File: src/rtl/spike_rate_accum_if.sv
// spike_rate_accum_if: spike-vector input stream and per-channel count drain stream.
// master = producer/consumer side (testbench or upstream/downstream glue),
// slave  = the accumulator itself.
interface spike_rate_accum_if #(
    parameter int CH = 16,
    parameter int CW = 5,
    parameter int IW = 4
);
    logic [CH-1:0] data_in;
    logic          data_in_valid;
    logic [CW-1:0] count_out;
    logic [IW-1:0] count_idx;
    logic          count_valid;
    logic          count_ready;

    modport master (
        output data_in, data_in_valid, count_ready,
        input  count_out, count_idx, count_valid
    );

    modport slave (
        input  data_in, data_in_valid, count_ready,
        output count_out, count_idx, count_valid
    );
endinterface

File: src/rtl/spike_rate_accum.sv
// spike_rate_accum: counts spikes per channel over a T-step frame, then drains
// the CH counts one per valid/ready beat, pulses done and re-arms.
// Optional feature macro: SPIKE_RATE_ARGMAX_EN adds argmax_idx/argmax_cnt,
// a running maximum over the drained counts (ties keep the lower index).
//
// state | meaning
// ACCUM | counting spike beats until T steps are seen
// DRAIN | presenting cnt[idx] on the count stream
// FIN   | one-cycle done pulse, counters cleared for the next frame
module spike_rate_accum #(
    parameter int CH = 16,
    parameter int T  = 30,
    parameter int CW = 5,
    parameter int IW = 4
) (
    input  logic               clk,
    input  logic               rst_n,
    input  logic               clear,
    spike_rate_accum_if.slave  bus,
    output logic               overrun,
    output logic               done
`ifdef SPIKE_RATE_ARGMAX_EN
    ,
    output logic [IW-1:0]      argmax_idx,
    output logic [CW-1:0]      argmax_cnt
`endif
);

    typedef enum logic [1:0] {ACCUM, DRAIN, FIN} state_t;

    state_t        state_q, state_d;
    logic [CW-1:0] cnt_q [CH];
    logic [CW-1:0] cnt_d [CH];
    logic [CW-1:0] step_q, step_d;
    logic [IW-1:0] idx_q, idx_d;
    logic          overrun_q, overrun_d;

    // Next-state and datapath update; clear pre-empts everything, including a same-cycle beat.
    always_comb begin
        state_d   = state_q;
        cnt_d     = cnt_q;
        step_d    = step_q;
        idx_d     = idx_q;
        overrun_d = overrun_q;
        if (clear) begin
            state_d   = ACCUM;
            for (int i = 0; i < CH; i++) cnt_d[i] = '0;
            step_d    = '0;
            idx_d     = '0;
            overrun_d = 1'b0;
        end else begin
            if (bus.data_in_valid && (state_q != ACCUM)) overrun_d = 1'b1;
            case (state_q)
                ACCUM: begin
                    if (bus.data_in_valid) begin
                        for (int i = 0; i < CH; i++)
                            cnt_d[i] = cnt_q[i] + CW'(bus.data_in[i]);
                        step_d = step_q + CW'(1);
                        if (step_q == CW'(T - 1)) begin
                            state_d = DRAIN;
                            idx_d   = '0;
                        end
                    end
                end
                DRAIN: begin
                    if (bus.count_ready) begin
                        idx_d = idx_q + IW'(1);
                        if (idx_q == IW'(CH - 1)) state_d = FIN;
                    end
                end
                FIN: begin
                    for (int i = 0; i < CH; i++) cnt_d[i] = '0;
                    step_d  = '0;
                    idx_d   = '0;
                    state_d = ACCUM;
                end
                default: state_d = ACCUM;
            endcase
        end
    end

    // State, counters and sticky overrun flop bank.
    always_ff @(posedge clk or negedge rst_n) begin
        if (!rst_n) begin
            state_q   <= ACCUM;
            for (int i = 0; i < CH; i++) cnt_q[i] <= '0;
            step_q    <= '0;
            idx_q     <= '0;
            overrun_q <= 1'b0;
        end else begin
            state_q   <= state_d;
            cnt_q     <= cnt_d;
            step_q    <= step_d;
            idx_q     <= idx_d;
            overrun_q <= overrun_d;
        end
    end

    // Outputs decode purely from registered state, so no input reaches an output combinationally.
    assign bus.count_valid = (state_q == DRAIN);
    assign bus.count_out   = cnt_q[idx_q];
    assign bus.count_idx   = idx_q;
    assign overrun         = overrun_q;
    assign done            = (state_q == FIN);

`ifdef SPIKE_RATE_ARGMAX_EN
    logic [IW-1:0] run_idx_q, run_idx_d;
    logic [CW-1:0] run_cnt_q, run_cnt_d;
    logic [IW-1:0] amx_idx_q, amx_idx_d;
    logic [CW-1:0] amx_cnt_q, amx_cnt_d;
    logic [IW-1:0] cand_idx;
    logic [CW-1:0] cand_cnt;

    // Running max over transferring counts; strict > keeps the earlier (lower) index on ties.
    always_comb begin
        cand_idx  = run_idx_q;
        cand_cnt  = run_cnt_q;
        if ((idx_q == '0) || (cnt_q[idx_q] > run_cnt_q)) begin
            cand_idx = idx_q;
            cand_cnt = cnt_q[idx_q];
        end
        run_idx_d = run_idx_q;
        run_cnt_d = run_cnt_q;
        amx_idx_d = amx_idx_q;
        amx_cnt_d = amx_cnt_q;
        if (clear) begin
            run_idx_d = '0;
            run_cnt_d = '0;
            amx_idx_d = '0;
            amx_cnt_d = '0;
        end else if ((state_q == DRAIN) && bus.count_ready) begin
            run_idx_d = cand_idx;
            run_cnt_d = cand_cnt;
            if (idx_q == IW'(CH - 1)) begin
                amx_idx_d = cand_idx;
                amx_cnt_d = cand_cnt;
            end
        end
    end

    // Argmax flop bank; published result updates only on the last transfer of a frame.
    always_ff @(posedge clk or negedge rst_n) begin
        if (!rst_n) begin
            run_idx_q <= '0;
            run_cnt_q <= '0;
            amx_idx_q <= '0;
            amx_cnt_q <= '0;
        end else begin
            run_idx_q <= run_idx_d;
            run_cnt_q <= run_cnt_d;
            amx_idx_q <= amx_idx_d;
            amx_cnt_q <= amx_cnt_d;
        end
    end

    assign argmax_idx = amx_idx_q;
    assign argmax_cnt = amx_cnt_q;
`endif

endmodule

File: src/flat_wrapper.sv
// flat-port wrapper written by rule: the top's interface ports become plain ports
module spike_rate_accum_flat 
#(
    parameter int CH = 16,
    parameter int T  = 30,
    parameter int CW = 5,
    parameter int IW = 4
)
  (clk, rst_n, clear, overrun, done, bus_data_in, bus_data_in_valid, bus_count_ready, bus_count_out, bus_count_idx, bus_count_valid);
  spike_rate_accum_if #(.CH(CH), .CW(CW), .IW(IW)) bus_i ();
  input  logic clk;
  input  logic rst_n;
  input  logic clear;
  output logic overrun;
  output logic done;
  input wire logic [$bits(bus_i.data_in)-1:0] bus_data_in;
  input wire logic [$bits(bus_i.data_in_valid)-1:0] bus_data_in_valid;
  input wire logic [$bits(bus_i.count_ready)-1:0] bus_count_ready;
  output wire logic [$bits(bus_i.count_out)-1:0] bus_count_out;
  output wire logic [$bits(bus_i.count_idx)-1:0] bus_count_idx;
  output wire logic [$bits(bus_i.count_valid)-1:0] bus_count_valid;
  assign bus_i.data_in = bus_data_in;
  assign bus_i.data_in_valid = bus_data_in_valid;
  assign bus_i.count_ready = bus_count_ready;
  assign bus_count_out = bus_i.count_out;
  assign bus_count_idx = bus_i.count_idx;
  assign bus_count_valid = bus_i.count_valid;
  spike_rate_accum #(.CH(CH), .T(T), .CW(CW), .IW(IW)) u_core (.clk(clk), .rst_n(rst_n), .clear(clear), .bus(bus_i), .overrun(overrun), .done(done));
endmodule
File: config.mk
export PLATFORM = sky130hd
export DESIGN_NAME = spike_rate_accum_flat
export DESIGN_NICKNAME = d
export VERILOG_FILES = /design/src/rtl/spike_rate_accum_if.sv /design/src/rtl/spike_rate_accum.sv /design/src/flat_wrapper.sv
export SDC_FILE = /design/constraint.sdc
export NUM_CORES = 1
export LEC_CHECK = 0
export CAP_MARGIN = 10
export CORE_MARGIN = 2
export CORE_UTILIZATION = 45
export CTS_CLUSTER_DIAMETER = 200
export CTS_CLUSTER_SIZE = 16
export DETAILED_ROUTE_END_ITERATION = 6
export GPL_ROUTABILITY_DRIVEN = 0
export SKIP_LAST_GASP = 1
export SLEW_MARGIN = 20
export SYNTH_ARGS = -nofsm -noshare
export SYNTH_HDL_FRONTEND = slang
export SYNTH_SLANG_ARGS = --single-unit
export TNS_END_PERCENT = 30
File: constraint.sdc
create_clock -name clk -period 2.4 [get_ports clk]
set_input_delay 0.36 -clock clk [delete_from_list [all_inputs] [get_ports clk]]
set_output_delay 0.36 -clock clk [all_outputs]
set_load 0.02 [all_outputs]
## After elaboration in Yosys (flattened, before gate mapping)

Cells that the tools add are included.

| cells by class | value |
|---|---|
| $add $sub $neg | 18 |
| multipliers | 0 |
| divide/modulo/power cells | 0 |
| order comparisons | 1 |
| eq/ne operators | 8 |
| shift operators | 0 |
| mux-type cells | 22 |
| bitwise logic cells | 1 |
| reduce and logical (&&, ||, !) cells | 9 |

Operator list:

| operator | count |
|---|---|
| 80-bit 2-to-1 mux | 2 |
| 80-bit one-hot mux with 2 select lines | 1 |
| 5-bit by 1-bit adder with 5-bit output | 16 |
| 5-bit binary-select mux with 4-bit select | 1 |
| 5-bit 2-to-1 mux | 4 |
| 4-bit 2-to-1 mux | 4 |
| 4-bit one-hot mux with 3 select lines | 1 |
| 2-bit 2-to-1 mux | 5 |
| 5-bit one-hot mux with 2 select lines | 1 |
| 4-bit AND reduction | 2 |
| 3-bit by 2-bit != test with 1-bit output, second input constant | 2 |
| 3-bit != test, second input constant | 2 |
| 5-bit by 1-bit adder with 5-bit output, second input constant | 1 |
| 5-bit equality test, second input constant | 1 |
| 5-bit greater-or-equal comparator, second input constant | 1 |
| 4-bit inverter with 5-bit output | 1 |
| 4-bit by 1-bit adder with 4-bit output, second input constant | 1 |
| 4-bit equality test, second input constant | 1 |
| 2-bit one-hot mux with 2 select lines | 1 |
| 2-bit nonzero test | 2 |
| 4-bit nonzero test | 1 |
| 3-bit nonzero test | 1 |
| 2-bit by 1-bit equality test with 1-bit output, second input constant | 1 |
| 2-bit equality test, second input constant | 1 |
| other kinds (4) | 5 |

| word-level totals | value |
|---|---|
| flip-flop bits (word level) | 92 |
| bits in latches | 0 |
| RAM bits | 0 |
| bits in read-only memories | 0 |
| input port bits | 21 |
| output and inout port bits | 12 |
| word-level logic and storage cells | 79 |
| memories | 0 |

## Longest topological paths before layout

| logic depth | value |
|---|---|
| depth in word-level cells | 5 |
| mapped depth | 8 |

## Least setup slack after synthesis

Ideal clock, no wire load.

| timing path | value |
|---|---|
| path kind | register -> output |
| from | register u_core.idx_q[0], in the netlist u_core.bus.count_idx[0] |
| to | output bus_count_out[0] |
| arrival | 1680 ps |
| required time | 2040 ps |
| slack | 360 ps |
| cell stages (with the launch flop) | 6 |
| path buffers | 2 |
| cell sequence | dfrtp_1 -> buf_2 -> buf_4 -> mux4_2 -> a22oi_1 -> nand2_1 |

| on the way | value |
|---|---|
| cells in the longest elaborated chain, start to end | 4 |

Ends and longest elaborated chain:

| item | RTL line | RTL |
|---|---|---|
| start, declared | spike_rate_accum.sv:35 | `logic [IW-1:0] idx_q, idx_d;` |
| start signal, assigned | spike_rate_accum.sv:94 | `idx_q <= idx_d;` |
| 4-bit inverter with 5-bit output (implied by the code) | spike_rate_accum.sv:101 | `assign bus.count_out = cnt_q[idx_q];` |
| 5-bit binary-select mux with 4-bit select | spike_rate_accum.sv:101 |  |
| 5-bit 2-to-1 mux (implied by the code) (2 in series) | spike_rate_accum.sv:101 |  |
| end, declared | flat_wrapper.sv:19 | `output wire logic [$bits(bus_i.count_out)-1:0] bus_count_out;` |

Every way passes these cells. The select of a mux whose other input is x is not followed.

## Worst setup path in the final report

| timing path | value |
|---|---|
| from | register u_core.idx_q[0], in the netlist u_core.bus.count_idx[0] |
| to | output bus_count_out[2] |

Same word-level chain as after synthesis.

==> metrics.txt <==
Max Cap Violations=0; CP Cell Sequence=buf_12, mux4_2, a22oi_1, nand2_1, clkdlybuf4s15_2; total congestion overflow=0; Yosys cell types=44; period utilization=1.00; worst path arrival time=2040 ps; CP Launch Point=u_core.bus.count_idx[0]$_DFFE_PN0P_; Worst Path Buf+Inv=2; Residual DRC=0; # diodes=0; max incr delay on CP=520 ps; FFs w/ async S/R, synth=1.00; worst hold path class=primary input to asynchronous set/reset pin; CP endpoint kind=output port; Total Wirelength=13,100 µm; Final WS setup=-1.80 ps; pwr/cell area=754 nW/µm²; CP max-delay cell=mux4_2; Via density=5.83; worst setup path endpoint=bus_count_out[2]; height of the die=113 µm; WP data required=2040 ps; Max Slew Vio Count=0; RSZ-0062 raised after global routing=yes; Inserted Clock Buffers=9; delay-heaviest family, CP=multiplexers; share of total power in sequential cells=0.397; sw power=0.00144 W; Internal=0.00330 W; Initial Util=0.465; Peak VDD IR=0.000535 V; area post-placement=5900 µm²; vias in the first global route=4,083; CP max FO=10; Avg WL per Cell=18.2 µm; vias=4,207; Slew headroom=0.591; post-route cell area=6280 µm²; Tightest Pin Transition=613 ps; first-pass GRT wire length=21,900 µm; Mapped Cells=541; clock network fraction of design power=0.354; die area=12,700 µm²; I/O Buffers=32; skew final=12.9 ps; Leak=2.74 nW; flop2flop setup slack=320 ps; Crit Path Class=register to output port; status=finished, violations left; hold_buf cts=0; CTS sink count=92; YS warnings=0; clk slew on worst S/H paths=70 ps; initial antenna violation count=0; share of cells above drive strength 1=0.121; clk buf depth=2; Layout fillers=1,009; # rows=39; pin count of the biggest net entering global routing=47; Hold Vio Cnt, Final=0; area added between synthesis and finish=17.9%; Worst-Skew Late Latency=350 ps; Initial DRT Pass Iterations=7; Post-DP HPWL=9110 µm; r2r startpoint=u_core.state_q[1]$_DFFE_PN0P_; GRT Total Usage=0.218; critical path depth in cells=5; core area=11,500 µm²; Seq cells post-synth=92; Final min period=2400 ps; Gate power share=0.249; R2R Path End=u_core.cnt_q[19]$_DFFE_PN0P_; Fmax=416 MHz; CTS Root Cell=clkbuf_16; Syn Nets=601; Avg Synthesized Cell Area=9.85 µm²; post-synthesis sequential area ratio=0.432; CTS tree=yes; Post-synth EDFFs=0; # nets final=633; H-tree levels=3; Setup crit start kind=register; drt initial violations=288; Reg2Reg Depth=7; Hold Worst Slack=17.0 ps; switch share=0.304; Die X=113 µm; failing checks=setup timing; Post-DRT Antenna Nets=0; mapped cell area=5330 µm²; I/O Pins=33; # setup viols final=1; Main synth FF type=dfrtp_1
## Yosys cell counts, types with 2 or more instances
library cell,instances,area share
dfrtp_1,92,0.43
nand2_1,87,0.061
o21ai_0,71,0.067
nor2_1,53,0.037
ha_1,39,0.092
xor2_1,33,0.054
o2111ai_1,32,0.053
mux2i_1,20,0.038
clkbuf_1,16,0.011
buf_2,14,0.013
a221oi_1,10,0.016
mux4_2,10,0.042
a21oi_1,6,0.0056
inv_1,6,0.0042
a22oi_1,5,0.0070
nand2b_1,5,0.0059
nor2b_1,4,0.0047
buf_4,3,0.0042
nand3_1,3,0.0028
a221o_1,2,0.0038
and2_1,2,0.0023
buf_1,2,0.0014
mux2_2,2,0.0042
nor4bb_1,2,0.0038
o21ai_1,2,0.0019
o32ai_1,2,0.0033
## metrics by stage
| step | TNS, ps | instances | setup slack, ps | utilization | power (W) |
|---|---|---|---|---|---|
| detailed placement | -426 | 704 | -98.3 | 0.514 | 0.00308 |
| CTS | -78.7 | 721 | -31.1 | 0.547 | 0.00478 |
| global placement | 0 | 704 | 31.4 | 0.514 | 0.00305 |
| floorplan | 0 | 541 | 360 | - | 0.00262 |
| finish | -1.80 | 721 | -1.80 | 0.548 | 0.00474 |
| global route | -440 | 721 | -128 | 0.548 | 0.00499 |
## state kept, by name, summed over array words and instances, names as in the netlist
name	cells
u_core.bus.count_idx	4
u_core.cnt_q	80
u_core.overrun	1
u_core.state_q	2
u_core.step_q	5
## how the worst min path moves through the flow
stage               startpoint                             endpoint  slack (ps)  depth (start not counted)
detailed placement       rst_n        u_core.state_q[1]$_DFFE_PN0P_         410                          1
floorplan                rst_n  u_core.bus.count_idx[0]$_DFFE_PN0P_          60                          0
CTS                      rst_n         u_core.step_q[4]$_DFFE_PN0P_          40                          1
global placement         rst_n           u_core.overrun$_DFFE_PN0P_         410                          1
global route             rst_n           u_core.overrun$_DFFE_PN0P_          60                          1
finish                   rst_n           u_core.overrun$_DFFE_PN0P_          20                          1
## repair_timing
item                       CTS  global route
gates resized for setup     18             3
setup buffers                1             0
gates cloned                 0             0
setup endpoints to repair    5             5
## area by class of cell
| cell class | count | area (µm²) | share of cell area |
|---|---|---|---|
| Clock inverter | 4 | 95.1 | 0.0151 |
| Multi-Input combinational cell | 407 | 2860 | 0.455 |
| Tap cell | 143 | 179 | 0.0285 |
| Sequential cell | 92 | 2300 | 0.367 |
| Timing Repair Buffer | 57 | 563 | 0.0896 |
| Clock buffer | 12 | 256 | 0.0408 |
| Inverter | 6 | 22.5 | 0.00359 |
## per-layer routing
metal | part of all wire | vias to the layer above | global-route usage | routed length, µm
li1 | - | 2021 | - | -
met1 | 0.49 | 2068 | 0.323 | 6450
met2 | 0.45 | 105 | 0.324 | 5870
met3 | 0.045 | 13 | 0.0455 | 591
met4 | 0.018 | 0 | 0.0659 | 233
met5 | 0 | - | 0 | 0
## power by group through the flow
| stage | logic (W) | registers, W | clock network, W |
|---|---|---|---|
| after floorplan | 0.000760 | 0.00186 | 0 |
| after global placement | 0.00115 | 0.00190 | 0 |
| after detailed placement | 0.00117 | 0.00191 | 0 |
| after CTS | 0.00119 | 0.00188 | 0.00170 |
| after global routing | 0.00132 | 0.00191 | 0.00176 |
| final | 0.00118 | 0.00188 | 0.00168 |
## cell families (layout without fill, tap and decap cells)
| family | after synthesis | count (layout) | share of synthesized area |
|---|---|---|---|
| AOI/OAI and AO/OA | 140 | 140 | 0.173 |
| adders and majority gates | 39 | 39 | 0.0916 |
| and+or+nand+nor | 162 | 162 | 0.126 |
| DFF | 92 | 92 | 0.432 |
| muxes | 33 | 33 | 0.0869 |
| xor gates and xnor gates | 33 | 33 | 0.0543 |
| buffers and inverters | 42 | 79 | 0.0364 |
## placed cells by master (no fill, tap or decap), types with 3 or more instances in the layout
| master | n |
|---|---|
| xor2_1 | 33 |
| a221oi_1 | 8 |
| bufinv_16 | 3 |
| nor2b_1 | 3 |
| nand3_1 | 3 |
| ha_1 | 39 |
| a21oi_1 | 6 |
| a22oi_1 | 4 |
| buf_12 | 5 |
| nand2b_1 | 5 |
| clkdlybuf4s50_1 | 25 |
| dfrtp_1 | 90 |
| nand2_1 | 87 |
| nor2_1 | 52 |
| mux4_2 | 10 |
| clkbuf_16 | 9 |
| buf_4 | 21 |
| mux2i_1 | 20 |
| o2111ai_1 | 32 |
| o21ai_0 | 71 |
| inv_1 | 6 |
| clkdlybuf4s15_2 | 4 |
Power figures use the tool's default switching activity.
